[src/rtl/ctrl_pipe_pkg.sv]
// ctrl_pipe_pkg: shared definitions for the pipelined main-control unit.
//   - RV32I major opcodes
//   - 11-bit control bundle layout {alu_op[3:0],exec_a,exec_b,mem_w,reg_w,mem2reg,bra,jmp}
//   - per-opcode control bundles
//   - register-usage helpers used by load-use hazard detection
package ctrl_pipe_pkg;

   localparam int CTRL_W    = 11;

   // bit positions inside the control bundle
   localparam int ALUOP_LSB = 7;
   localparam int EXEC_A    = 6;
   localparam int EXEC_B    = 5;
   localparam int MEM_W     = 4;
   localparam int REG_W     = 3;
   localparam int MEM2REG   = 2;
   localparam int BRA       = 1;
   localparam int JMP       = 0;

   localparam logic [6:0] OP_R       = 7'b0110011;
   localparam logic [6:0] OP_I_JUMP  = 7'b1100111;  // jalr
   localparam logic [6:0] OP_I_LOAD  = 7'b0000011;
   localparam logic [6:0] OP_I_ARITH = 7'b0010011;
   localparam logic [6:0] OP_I_SYS   = 7'b1110011;
   localparam logic [6:0] OP_I_FENCE = 7'b0001111;
   localparam logic [6:0] OP_S       = 7'b0100011;
   localparam logic [6:0] OP_B       = 7'b1100011;
   localparam logic [6:0] OP_U_LUI   = 7'b0110111;
   localparam logic [6:0] OP_U_AUIPC = 7'b0010111;
   localparam logic [6:0] OP_J       = 7'b1101111;  // jal

   //                                          alu    a    b    mw   rw   m2r  bra  jmp
   localparam logic [CTRL_W-1:0] R_CTRL       = {4'h2, 1'b0,1'b0,1'b0,1'b1,1'b0,1'b0,1'b0};
   localparam logic [CTRL_W-1:0] I_JUMP_CTRL  = {4'h0, 1'b0,1'b1,1'b0,1'b1,1'b0,1'b0,1'b1};
   localparam logic [CTRL_W-1:0] I_LOAD_CTRL  = {4'h0, 1'b0,1'b1,1'b0,1'b1,1'b1,1'b0,1'b0};
   localparam logic [CTRL_W-1:0] I_ARITH_CTRL = {4'h3, 1'b0,1'b1,1'b0,1'b1,1'b0,1'b0,1'b0};
   localparam logic [CTRL_W-1:0] I_SYS_CTRL   = {4'h5, 1'b0,1'b0,1'b0,1'b0,1'b0,1'b0,1'b0};
   localparam logic [CTRL_W-1:0] I_FENCE_CTRL = {4'h6, 1'b0,1'b0,1'b0,1'b0,1'b0,1'b0,1'b0};
   localparam logic [CTRL_W-1:0] S_CTRL       = {4'h0, 1'b0,1'b1,1'b1,1'b0,1'b0,1'b0,1'b0};
   localparam logic [CTRL_W-1:0] B_CTRL       = {4'h1, 1'b0,1'b0,1'b0,1'b0,1'b0,1'b1,1'b0};
   localparam logic [CTRL_W-1:0] U_LUI_CTRL   = {4'h4, 1'b0,1'b1,1'b0,1'b1,1'b0,1'b0,1'b0};
   localparam logic [CTRL_W-1:0] U_AUIPC_CTRL = {4'h0, 1'b1,1'b1,1'b0,1'b1,1'b0,1'b0,1'b0};
   localparam logic [CTRL_W-1:0] J_CTRL       = {4'h0, 1'b1,1'b0,1'b0,1'b1,1'b0,1'b0,1'b1};

   function automatic logic uses_rs1(input logic [6:0] op);
      return (op == OP_R) || (op == OP_I_JUMP) || (op == OP_I_LOAD) ||
             (op == OP_I_ARITH) || (op == OP_S) || (op == OP_B);
   endfunction

   function automatic logic uses_rs2(input logic [6:0] op);
      return (op == OP_R) || (op == OP_S) || (op == OP_B);
   endfunction

endpackage

[src/rtl/ctrl_pipe_decode.sv]
// ctrl_decode: purely combinational opcode decoder.
//   opcode   in  7       instruction[6:0]
//   ctrl     out CTRL_W  control bundle, 0 for illegal opcodes
//   legal    out 1       opcode is one of the supported RV32I classes
//   use_rs1  out 1       instruction reads rs1
//   use_rs2  out 1       instruction reads rs2
module ctrl_decode
   import ctrl_pipe_pkg::*;
(
   input  logic [6:0]        opcode,
   output logic [CTRL_W-1:0] ctrl,
   output logic              legal,
   output logic              use_rs1,
   output logic              use_rs2
);

   always_comb begin
      ctrl  = '0;
      legal = 1'b1;
      unique case (opcode)
         OP_R:       ctrl = R_CTRL;
         OP_I_JUMP:  ctrl = I_JUMP_CTRL;
         OP_I_LOAD:  ctrl = I_LOAD_CTRL;
         OP_I_ARITH: ctrl = I_ARITH_CTRL;
         OP_I_SYS:   ctrl = I_SYS_CTRL;
         OP_I_FENCE: ctrl = I_FENCE_CTRL;
         OP_S:       ctrl = S_CTRL;
         OP_B:       ctrl = B_CTRL;
         OP_U_LUI:   ctrl = U_LUI_CTRL;
         OP_U_AUIPC: ctrl = U_AUIPC_CTRL;
         OP_J:       ctrl = J_CTRL;
         default:    legal = 1'b0;
      endcase
   end

   assign use_rs1 = uses_rs1(opcode);
   assign use_rs2 = uses_rs2(opcode);

endmodule

[src/rtl/ctrl_pipe.sv]
// ctrl_pipe: pipelined main-control unit between fetch and datapath.
//   i_clk, i_rstn            clock, synchronous active-low reset
//   i_valid, i_opcode        decode-stage instruction
//   i_rd, i_rs1, i_rs2       decode-stage register fields
//   i_stall                  external freeze of all slots
//   i_flush                  kill decode instruction, slot 0 becomes bubble
//   o_id_ctrl                combinational decode of i_opcode
//   o_stage_ctrl/rd/valid    slot k (0 = EX ... STAGES-1 = WB), ctrl at [k*11+:11]
//   o_hazard_stall           load-use stall request for fetch/decode
//   o_illegal, o_illegal_op  one-cycle trap pulse and offending opcode
//   o_retire_cnt             instructions leaving the last slot
module ctrl_pipe
   import ctrl_pipe_pkg::*;
#(
   parameter int STAGES    = 3,
   parameter int REG_AW    = 5,
   parameter int CNT_W     = 32,
   parameter int EN_HAZARD = 1
) (
   input  logic                       i_clk,
   input  logic                       i_rstn,
   input  logic                       i_valid,
   input  logic [6:0]                 i_opcode,
   input  logic [REG_AW-1:0]          i_rd,
   input  logic [REG_AW-1:0]          i_rs1,
   input  logic [REG_AW-1:0]          i_rs2,
   input  logic                       i_stall,
   input  logic                       i_flush,
   output logic [CTRL_W-1:0]          o_id_ctrl,
   output logic [STAGES*CTRL_W-1:0]   o_stage_ctrl,
   output logic [STAGES*REG_AW-1:0]   o_stage_rd,
   output logic [STAGES-1:0]          o_stage_valid,
   output logic                       o_hazard_stall,
   output logic                       o_illegal,
   output logic [6:0]                 o_illegal_op,
   output logic [CNT_W-1:0]           o_retire_cnt
);

   logic [CTRL_W-1:0] ctrl_q [STAGES];
   logic [REG_AW-1:0] rd_q   [STAGES];
   logic [STAGES-1:0] vld_pipe;

   logic              legal, use_rs1, use_rs2;
   logic              hz_raw, accept, trap;

   ctrl_decode u_dec (
      .opcode  (i_opcode),
      .ctrl    (o_id_ctrl),
      .legal   (legal),
      .use_rs1 (use_rs1),
      .use_rs2 (use_rs2)
   );

   // Load in EX whose destination is read by the decode instruction. x0 never hazards.
   assign hz_raw = i_valid & vld_pipe[0] & ctrl_q[0][MEM2REG] & (rd_q[0] != '0) &
                   (((rd_q[0] == i_rs1) & use_rs1) | ((rd_q[0] == i_rs2) & use_rs2));
   // A flush discards the consumer anyway, so it never needs to wait.
   assign o_hazard_stall = (EN_HAZARD != 0) & hz_raw & ~i_flush;

   assign accept = i_valid & legal & ~o_hazard_stall & ~i_flush;
   assign trap   = i_valid & ~legal & ~i_stall & ~i_flush & ~o_hazard_stall;

   for (genvar k = 0; k < STAGES; k++) begin : g_slot
      if (k == 0) begin : g_ex
         // flush wins over stall: slot 0 is cleared even while frozen
         always_ff @(posedge i_clk) begin
            if (!i_rstn || i_flush || (!i_stall && !accept)) begin
               ctrl_q[0]   <= '0;
               rd_q[0]     <= '0;
               vld_pipe[0] <= 1'b0;
            end else if (!i_stall) begin
               ctrl_q[0]   <= o_id_ctrl;
               rd_q[0]     <= i_rd;
               vld_pipe[0] <= 1'b1;
            end
         end
      end else begin : g_later
         always_ff @(posedge i_clk) begin
            if (!i_rstn) begin
               ctrl_q[k]   <= '0;
               rd_q[k]     <= '0;
               vld_pipe[k] <= 1'b0;
            end else if (!i_stall) begin
               ctrl_q[k]   <= ctrl_q[k-1];
               rd_q[k]     <= rd_q[k-1];
               vld_pipe[k] <= vld_pipe[k-1];
            end
         end
      end
      assign o_stage_ctrl[k*CTRL_W +: CTRL_W] = ctrl_q[k];
      assign o_stage_rd[k*REG_AW +: REG_AW]   = rd_q[k];
   end

   assign o_stage_valid = vld_pipe;

   always_ff @(posedge i_clk) begin
      if (!i_rstn) begin
         o_illegal    <= 1'b0;
         o_illegal_op <= '0;
         o_retire_cnt <= '0;
      end else begin
         o_illegal <= trap;
         if (trap)
            o_illegal_op <= i_opcode;
         if (!i_stall && vld_pipe[STAGES-1])
            o_retire_cnt <= o_retire_cnt + CNT_W'(1);
      end
   end

endmodule

[config.mk]
export PLATFORM = sky130hd
export DESIGN_NAME = ctrl_pipe
export DESIGN_NICKNAME = d
export VERILOG_FILES = /design/src/rtl/ctrl_pipe_pkg.sv /design/src/rtl/ctrl_pipe_decode.sv /design/src/rtl/ctrl_pipe.sv
export SDC_FILE = /design/constraint.sdc
export NUM_CORES = 1
export LEC_CHECK = 0
export ABC_AREA = 1
export CELL_PAD_IN_SITES_DETAIL_PLACEMENT = 1
export CELL_PAD_IN_SITES_GLOBAL_PLACEMENT = 1
export CORE_MARGIN = 2
export CORE_UTILIZATION = 37
export DETAILED_ROUTE_END_ITERATION = 6
export GPL_TIMING_DRIVEN = 0
export PLACE_DENSITY = 0.87
export SLEW_MARGIN = 20
export SYNTH_ARGS = -nofsm -noshare
export SYNTH_HDL_FRONTEND = slang
export SYNTH_HIERARCHICAL = 1
export SYNTH_SLANG_ARGS = --single-unit
[constraint.sdc]
create_clock -name i_clk -period 4.2 [get_ports i_clk]
set_input_delay 0.84 -clock i_clk [delete_from_list [all_inputs] [get_ports i_clk]]
set_output_delay 0.84 -clock i_clk [all_outputs]
set_load 0.01 [all_outputs]
==> results of run 1 <==
## metal layers
layer	vias to the layer above	GRT usage, %	wire [microns]
li1	2236	-	-
met1	2200	28.2	6640
met2	103	41.2	7830
met3	18	3.58	539
met4	0	6.43	237
met5	-	0	0
## cells in the mapped netlist
library cell | n | area (sq um)
nand2_1 | 151 | 567
nor2_1 | 140 | 526
inv_1 | 101 | 379
edfxtp_1 | 48 | 1440
dfxtp_1 | 43 | 861
nand3_1 | 31 | 155
a21oi_1 | 23 | 115
nand2_2 | 10 | 62.6
nor3_1 | 9 | 45.0
clkbuf_1 | 6 | 22.5
inv_2 | 6 | 22.5
nor2_2 | 6 | 37.5
o21ai_0 | 6 | 30.0
nand3_2 | 5 | 50.1
buf_2 | 4 | 20.0
nor2_4 | 4 | 45.0
nor3b_1 | 4 | 30.0
nand3b_1 | 3 | 22.5
nand4_1 | 3 | 18.8
o21bai_1 | 3 | 22.5
xor2_1 | 3 | 26.3
a31oi_1 | 2 | 12.5
nand3_4 | 2 | 35.0
o21a_1 | 2 | 15.0
xnor2_1 | 2 | 17.5
buf_1 | 1 | 3.75
buf_4 | 1 | 7.51
conb_1 | 1 | 3.75
ha_1 | 1 | 12.5
nand2_4 | 1 | 11.3
nor2_8 | 1 | 20.0
nor3_2 | 1 | 10.0
nor3_4 | 1 | 16.3
nor4_1 | 1 | 6.26
o21ai_2 | 1 | 8.76
o22ai_1 | 1 | 6.26
or2_2 | 1 | 6.26
## logic make-up (layout without fill, tap and decap cells)
logic type | count (synthesis) | count (layout) | share of synthesized area, %
adders and majority gates | 1 | 1 | 0.267
buffers and inverters | 119 | 271 | 9.71
and+or+nand+nor | 374 | 374 | 35.5
xor gates and xnor gates | 5 | 5 | 0.934
DFF | 91 | 91 | 49.1
other | 1 | 1 | 0.0799
AOI/OAI and AO/OA | 38 | 38 | 4.48
## layout make-up
cell class	count	area, sq um	area share, %
Buffer	11	48.8	0.743
Clock buffer	9	225	3.43
Clock inverter	7	73.8	1.12
Inverter	107	402	6.12
Multi-Input combinational cell	419	1950	29.7
Sequential cell	91	2300	35.1
Tap cell	172	215	3.28
Timing Repair Buffer	137	1350	20.6
## per-stage QoR
step | worst slack (ns) | instance area (sq um) | power [mW] | hold WS [ns]
after floorplan | 1.27 | 4690 | 1.07 | 0.496
after global placement | 0.0372 | 6190 | 1.17 | 0.476
after detailed placement | -0.0440 | 6190 | 1.18 | 0.490
after CTS | 0.0176 | 6480 | 2.01 | 0.505
after global routing | -0.00458 | 6570 | 2.06 | 0.541
final | 0.183 | 6570 | 2.00 | 0.505
## power by group through the flow
stage,combinational (mW),clock (mW),sequential (mW)
6_report,0.190,0.831,0.976
5_1_grt,0.206,0.877,0.979
4_1_cts,0.189,0.843,0.977
3_5_place_dp,0.188,0,0.997
3_3_place_gp,0.180,0,0.995
2_1_floorplan,0.0629,0,1.01
## how the worst max path moves through the flow
stage	from	endpoint	slack, ns
5_1_grt	i_opcode[1]	o_hazard_stall	-0.005
6_report	i_opcode[0]	o_hazard_stall	0.18
3_5_place_dp	i_opcode[5]	o_hazard_stall	-0.04
3_3_place_gp	i_opcode[5]	o_hazard_stall	0.04
2_1_floorplan	i_opcode[2]	o_hazard_stall	1.27
4_1_cts	i_opcode[3]	o_hazard_stall	0.02
## placed cells by master, fill, tap and decap left out, drive strengths merged, types with 2 or more instances in the layout
master	netlist	layout
nand3b	3	3
nor3b	4	4
nand2	162	162
edfxtp	48	48
a21oi	23	23
nand3	38	38
dfxtp	43	43
xnor2	2	2
nor2	151	151
nand4	3	3
inv	107	110
o21a	2	2
o21bai	3	3
clkinv	0	2
buf	6	14
clkbuf	6	15
a31oi	2	2
nor3	11	11
o21ai	7	7
xor2	3	3
clkdlybuf4s50	0	126
## critical path, delay by kind of cell
| family | cells | cell delay [ns] |
|---|---|---|
| buf+inv | 3 | 1.11 |
| simple gates | 11 | 1.24 |
## flip-flops by register name (all words and copies together), names as in the netlist
register / flops
o_illegal: 1
o_stage_valid: 3
ctrl_q: 33
o_illegal_op: 7
o_retire_cnt: 32
rd_q: 15
## what timing repair did
action,CTS,global route
buffers inserted,0,9
setup endpoints to repair,1,1
hold endpoints to repair,0,0
pin swaps,1,2
resized for setup,1,4
==> impl_metrics.tcl, run 1 <==
set metrics [dict create \
    outcome "finished clean" \
    wl_per_cell_microns 16.0 \
    numCtsBuffers 9 \
    clk_latency_ns 0.34 \
    slew_headroom_pct 44.8 \
    placed_cells 929 \
    grt_antenna_before_repair 0 \
    routed_wl_microns 15200 \
    p_switching_mw 0.482 \
    fmax_mhz 249 \
    syn_area_sq_um 4690 \
    switching_share_pct 24.1 \
    ys_warn_count 6 \
    grt_overflow 0 \
    clkTransAtPathRegs_ns 0.06 \
    hold_violations 0 \
    dp_hpwl_microns 11900 \
    pwr-share-clk_pct 41.6 \
    ant_nets 0 \
    hold_path_depth 2 \
    synth.net_count 657 \
    path_max_fanout 9 \
    share_seq_of_total_power_pct 48.9 \
    drtIter0Drc 235 \
    syn_avg_cell_area_sq_um 7.46 \
    crit_top_cell "nand2_1" \
    period_needed_ns 4.02 \
    die_x_microns 117 \
    rr_worst_depth 10 \
    ys_ff_latch 91 \
    final_util_pct 52.5 \
    hp-class "reg2reg" \
    portBuffers 128 \
    num_vias 4557 \
    critPathKind "in2out" \
    finalNonFillerCells 953 \
    initial_utilization_pct 37.5 \
    die_height_microns 117 \
    cts_tree "built" \
    cp-start-kind "input pin" \
    drive_above_1_share_pct 8.96 \
    combPwrFrac_pct 9.5 \
    internal_power_mw 1.52 \
    setup_viol 0 \
    drc 0 \
    slowest_delay_ns 0.53 \
    cts_root_buf "clkbuf_16" \
    irDropWorstVdd_v 0.000180 \
    ys_types 37 \
    finClkSkew_ns 0.00706 \
    critical_path_arrival_ns 3.18 \
    synthCells 629 \
    reg2reg_from "rd_q[0][1]" \
    rrSetupSlack_ns 2.19 \
    r2r_end "ctrl_q[0][3]" \
    slowest_stage "clkdlybuf4s50_1" \
    io_pins 130 \
    hold_path_end "o_illegal_op[5]" \
    min_period_over_period_pct 95.6 \
    clockBufferDepth 2 \
    p_leak_nw 2.61 \
    cts_hold_buf 0 \
    grt_max_degree 36 \
    powerDensity_nw_per_um2 304 \
    core_area_sq_um 12500 \
    synth-seq-area-share_pct 49.1 \
    antenna_cells 0 \
    final_nets 804 \
    crit_chain "clkdlybuf4s50_1, nand2_2, nor2_4, nand2_1, nand2_1, nor2_1, nand3_1, nand2_1, nor2_1, nand3_1, nand2_1, nand2_4, inv_1, clkdlybuf4s50_1" \
    dieArea_sq_um 13600 \
    worstPathRequired_ns 3.36 \
    finalWeightedCongestion 0.893 \
    rows 41 \
    firstDrtPassIters 4 \
    min-delay-start "o_illegal_op[5]" \
    grt_use_total_pct 22.8 \
    critPathCaptureType "output port" \
    grt_pass1_wl_microns 23800 \
    cap_violations 0 \
    numClockSinks 91 \
    worstMarginPinSlew_ns 0.825 \
    ctsHtreeMaxLevel 3 \
    n_fill_cell 1567 \
    drv_slew 0 \
    area_growth_pct 39.9 \
    viasPerCell 4.78 \
    grt_pass1_vias 4625 \
    tns_ns 0 \
]
No activity file was read; power rests on OpenSTA's default activity.
==> run 2, diff against run 1 <==
Settings changed: CORE_MARGIN 2 to not set.
==> run 2 against run 1 <==
Effect of this change: combinational power shrank 2%; critical path depth is 1 higher; clock power fell by 2.4%; count of clock-buffer cells in the layout increased by 2; flip-flop and latch count unchanged; cell area is 0.21% lower; die area is 3.4% lower; highest routed layer unchanged; critical endpoint unchanged; sequential share of layout area grew 0.074 points.
==> impl_metrics.tcl, run 2 (synthesized netlist as in run 1, its figures left out) <==
set metrics [dict create \
    outcome "finished clean" \
    min-delay-start "o_stage_valid[1]" \
    numClockSinks 91 \
    r2r_end "ctrl_q[0][3]" \
    slew_headroom_pct 47.9 \
    portBuffers 128 \
    hold_violations 0 \
    period_needed_ns 3.63 \
    powerDensity_nw_per_um2 301 \
    grt_overflow 0 \
    worstPathRequired_ns 3.36 \
    cts_tree "built" \
    critPathCaptureType "output port" \
    cp-start-kind "input pin" \
    firstDrtPassIters 4 \
    largest_reg_flops 33 \
    grt_max_degree 36 \
    grt_use_total_pct 22.5 \
    drtIter0Drc 212 \
    ctsHtreeMaxLevel 3 \
    fmax_mhz 275 \
    setup_viol 0 \
    final_nets 803 \
    io_pins 130 \
    num_vias 4510 \
    numCtsBuffers 9 \
    p_switching_mw 0.480 \
    clk_latency_ns 0.35 \
    path_max_fanout 13 \
    grt_pass1_wl_microns 22800 \
    antenna_cells 0 \
    drv_slew 0 \
    slowest_stage "clkdlybuf4s50_1" \
    internal_power_mw 1.49 \
    final_util_pct 53.9 \
    top_regs "ctrl_q x33, o_retire_cnt x32, rd_q x15" \
    rsz0062_at_grt "false" \
    critical_path_arrival_ns 2.79 \
    drive_above_1_share_pct 8.97 \
    critPathKind "in2out" \
    hold_path_end "o_stage_valid[2]" \
    rrSetupSlack_ns 2.10 \
    initial_utilization_pct 38.6 \
    irDropWorstVdd_v 0.000147 \
    wl_per_cell_microns 15.2 \
    ant_nets 0 \
    reg2reg_from "rd_q[0][0]" \
    grt_antenna_before_repair 0 \
    rows 40 \
    die_x_microns 115 \
    core_area_sq_um 12200 \
    cts_root_buf "clkbuf_16" \
    cap_violations 0 \
    rr_worst_depth 10 \
    hold_path_depth 2 \
    die_height_microns 115 \
    crit_family "simple AND/OR/NAND/NOR gates" \
    placed_cells 925 \
    p_total_mw 1.97 \
    combPwrFrac_pct 9.4 \
    worstMarginPinSlew_ns 0.778 \
    top_register "ctrl_q" \
    hp-class "reg2reg" \
    finalWeightedCongestion 0.874 \
    p_leak_nw 2.62 \
    viasPerCell 4.76 \
    dp_hpwl_microns 11300 \
    tns_ns 0 \
    slowest_delay_ns 0.48 \
    drc 0 \
    final_common_cell "nand2_1" \
    dieArea_sq_um 13100 \
    area_growth_pct 39.7 \
    routed_wl_microns 14400 \
    finClkSkew_ns 0.0113 \
    crit_chain "clkdlybuf4s50_1, inv_2, nand2_2, nor2_4, nand2_2, inv_1, nor2_1, nand3_1, nand2_1, nor2_1, nand3_1, nand2_1, nand2_4, inv_1, dlymetal6s2s_1" \
    clkTransAtPathRegs_ns 0.06 \
    min_period_over_period_pct 86.5 \
    cp_num_buf_inv 5 \
    pwr-share-clk_pct 41.1 \
    switching_share_pct 24.3 \
    final_cell_mix "nand2_1, nor2_1, clkdlybuf4s50_1, inv_1, edfxtp_1" \
    grt_pass1_vias 4649 \
    clockBufferDepth 2 \
    share_seq_of_total_power_pct 49.5 \
    finalNonFillerCells 948 \
]
==> run 2: changes by cell type in the layout (fill, tap and decap cells not counted), sizes merged <==
cell | previous run | this run
clkdlybuf4s50 | 126 | 125
bufinv | 1 | 0
clkbuf | 15 | 17
inv | 110 | 109
dlygate4sd2 | 1 | 2
buf | 14 | 13
==> run 2: per-stage QoR <==
| step | setup WS (ns) | area, sq um | hold slack (ns) |
|---|---|---|---|
| 3_3_place_gp | 0.0147 | 6180 | 0.475 |
| 2_1_floorplan | 1.27 | 4690 | 0.496 |
| 5_1_grt | 0.365 | 6550 | 0.532 |
| 6_report | 0.569 | 6550 | 0.496 |
| 4_1_cts | 0.00105 | 6480 | 0.495 |
| 3_5_place_dp | 0.000254 | 6190 | 0.483 |
==> run 2: how the worst max path moves through the flow <==
stage,end,cells past startpoint,start,slack [ns]
final,o_hazard_stall,15,i_opcode[3],0.57
after global routing,o_hazard_stall,15,i_opcode[2],0.37
after CTS,o_hazard_stall,15,i_opcode[1],0.001
after detailed placement,o_hazard_stall,15,i_opcode[5],0.0003
after global placement,o_hazard_stall,14,i_opcode[5],0.01
after floorplan,o_hazard_stall,14,i_opcode[2],1.27
==> run 2: layer usage <==
| layer | GRT usage (%) | vias up | share of wire (%) | routed length (microns) |
|---|---|---|---|---|
| li1 | - | 2232 | - | - |
| met1 | 28.1 | 2146 | 45 | 6520 |
| met3 | 3.65 | 31 | 3.6 | 513 |
| met5 | 0 | - | 0 | 0 |
| met2 | 38.1 | 101 | 48 | 6930 |
| met4 | 10.4 | 0 | 3.0 | 434 |
==> run 2: power groups by stage <==
stage	Sequential (mW)	Clock, mW	Combinational, mW
detailed placement	0.996	0	0.185
CTS	0.976	0.821	0.186
global placement	0.995	0	0.179
floorplan	1.01	0	0.0629
finish	0.976	0.811	0.186
global route	0.979	0.853	0.201
==> run 2: cell type report <==
class	count	area, sq um
multi-input cells	419	1950
clock buffers	11	254
repair buffers	136	1340
inverters	107	402
plain buffers	11	48.8
flip-flops and latches	91	2300
clock inverters	5	42.5
fillers	1518	5610
well taps	168	210
==> run 2: timing repair <==
item / in CTS / in global routing
hold buffers: 0 / 0
hold endpoints to repair: 0 / 0
gates resized for setup: 3 / 4
buffers inserted: 0 / 8
cloned: 0 / 0
setup endpoints to repair: 1 / 1
pin swaps: 0 / 2
==> run 2: tightest hold or removal path, cell delays in order, from the launching register on <==
cell and delay [ns]:
dfxtp_1 0.31, inv_1 0.07, o22ai_1 0.07
==> run 3, diff against run 2 <==
Settings changed: TNS_END_PERCENT set to 5.
==> results of run 3 <==
No change in the layout: final DEF, timing and power equal those of run 2.
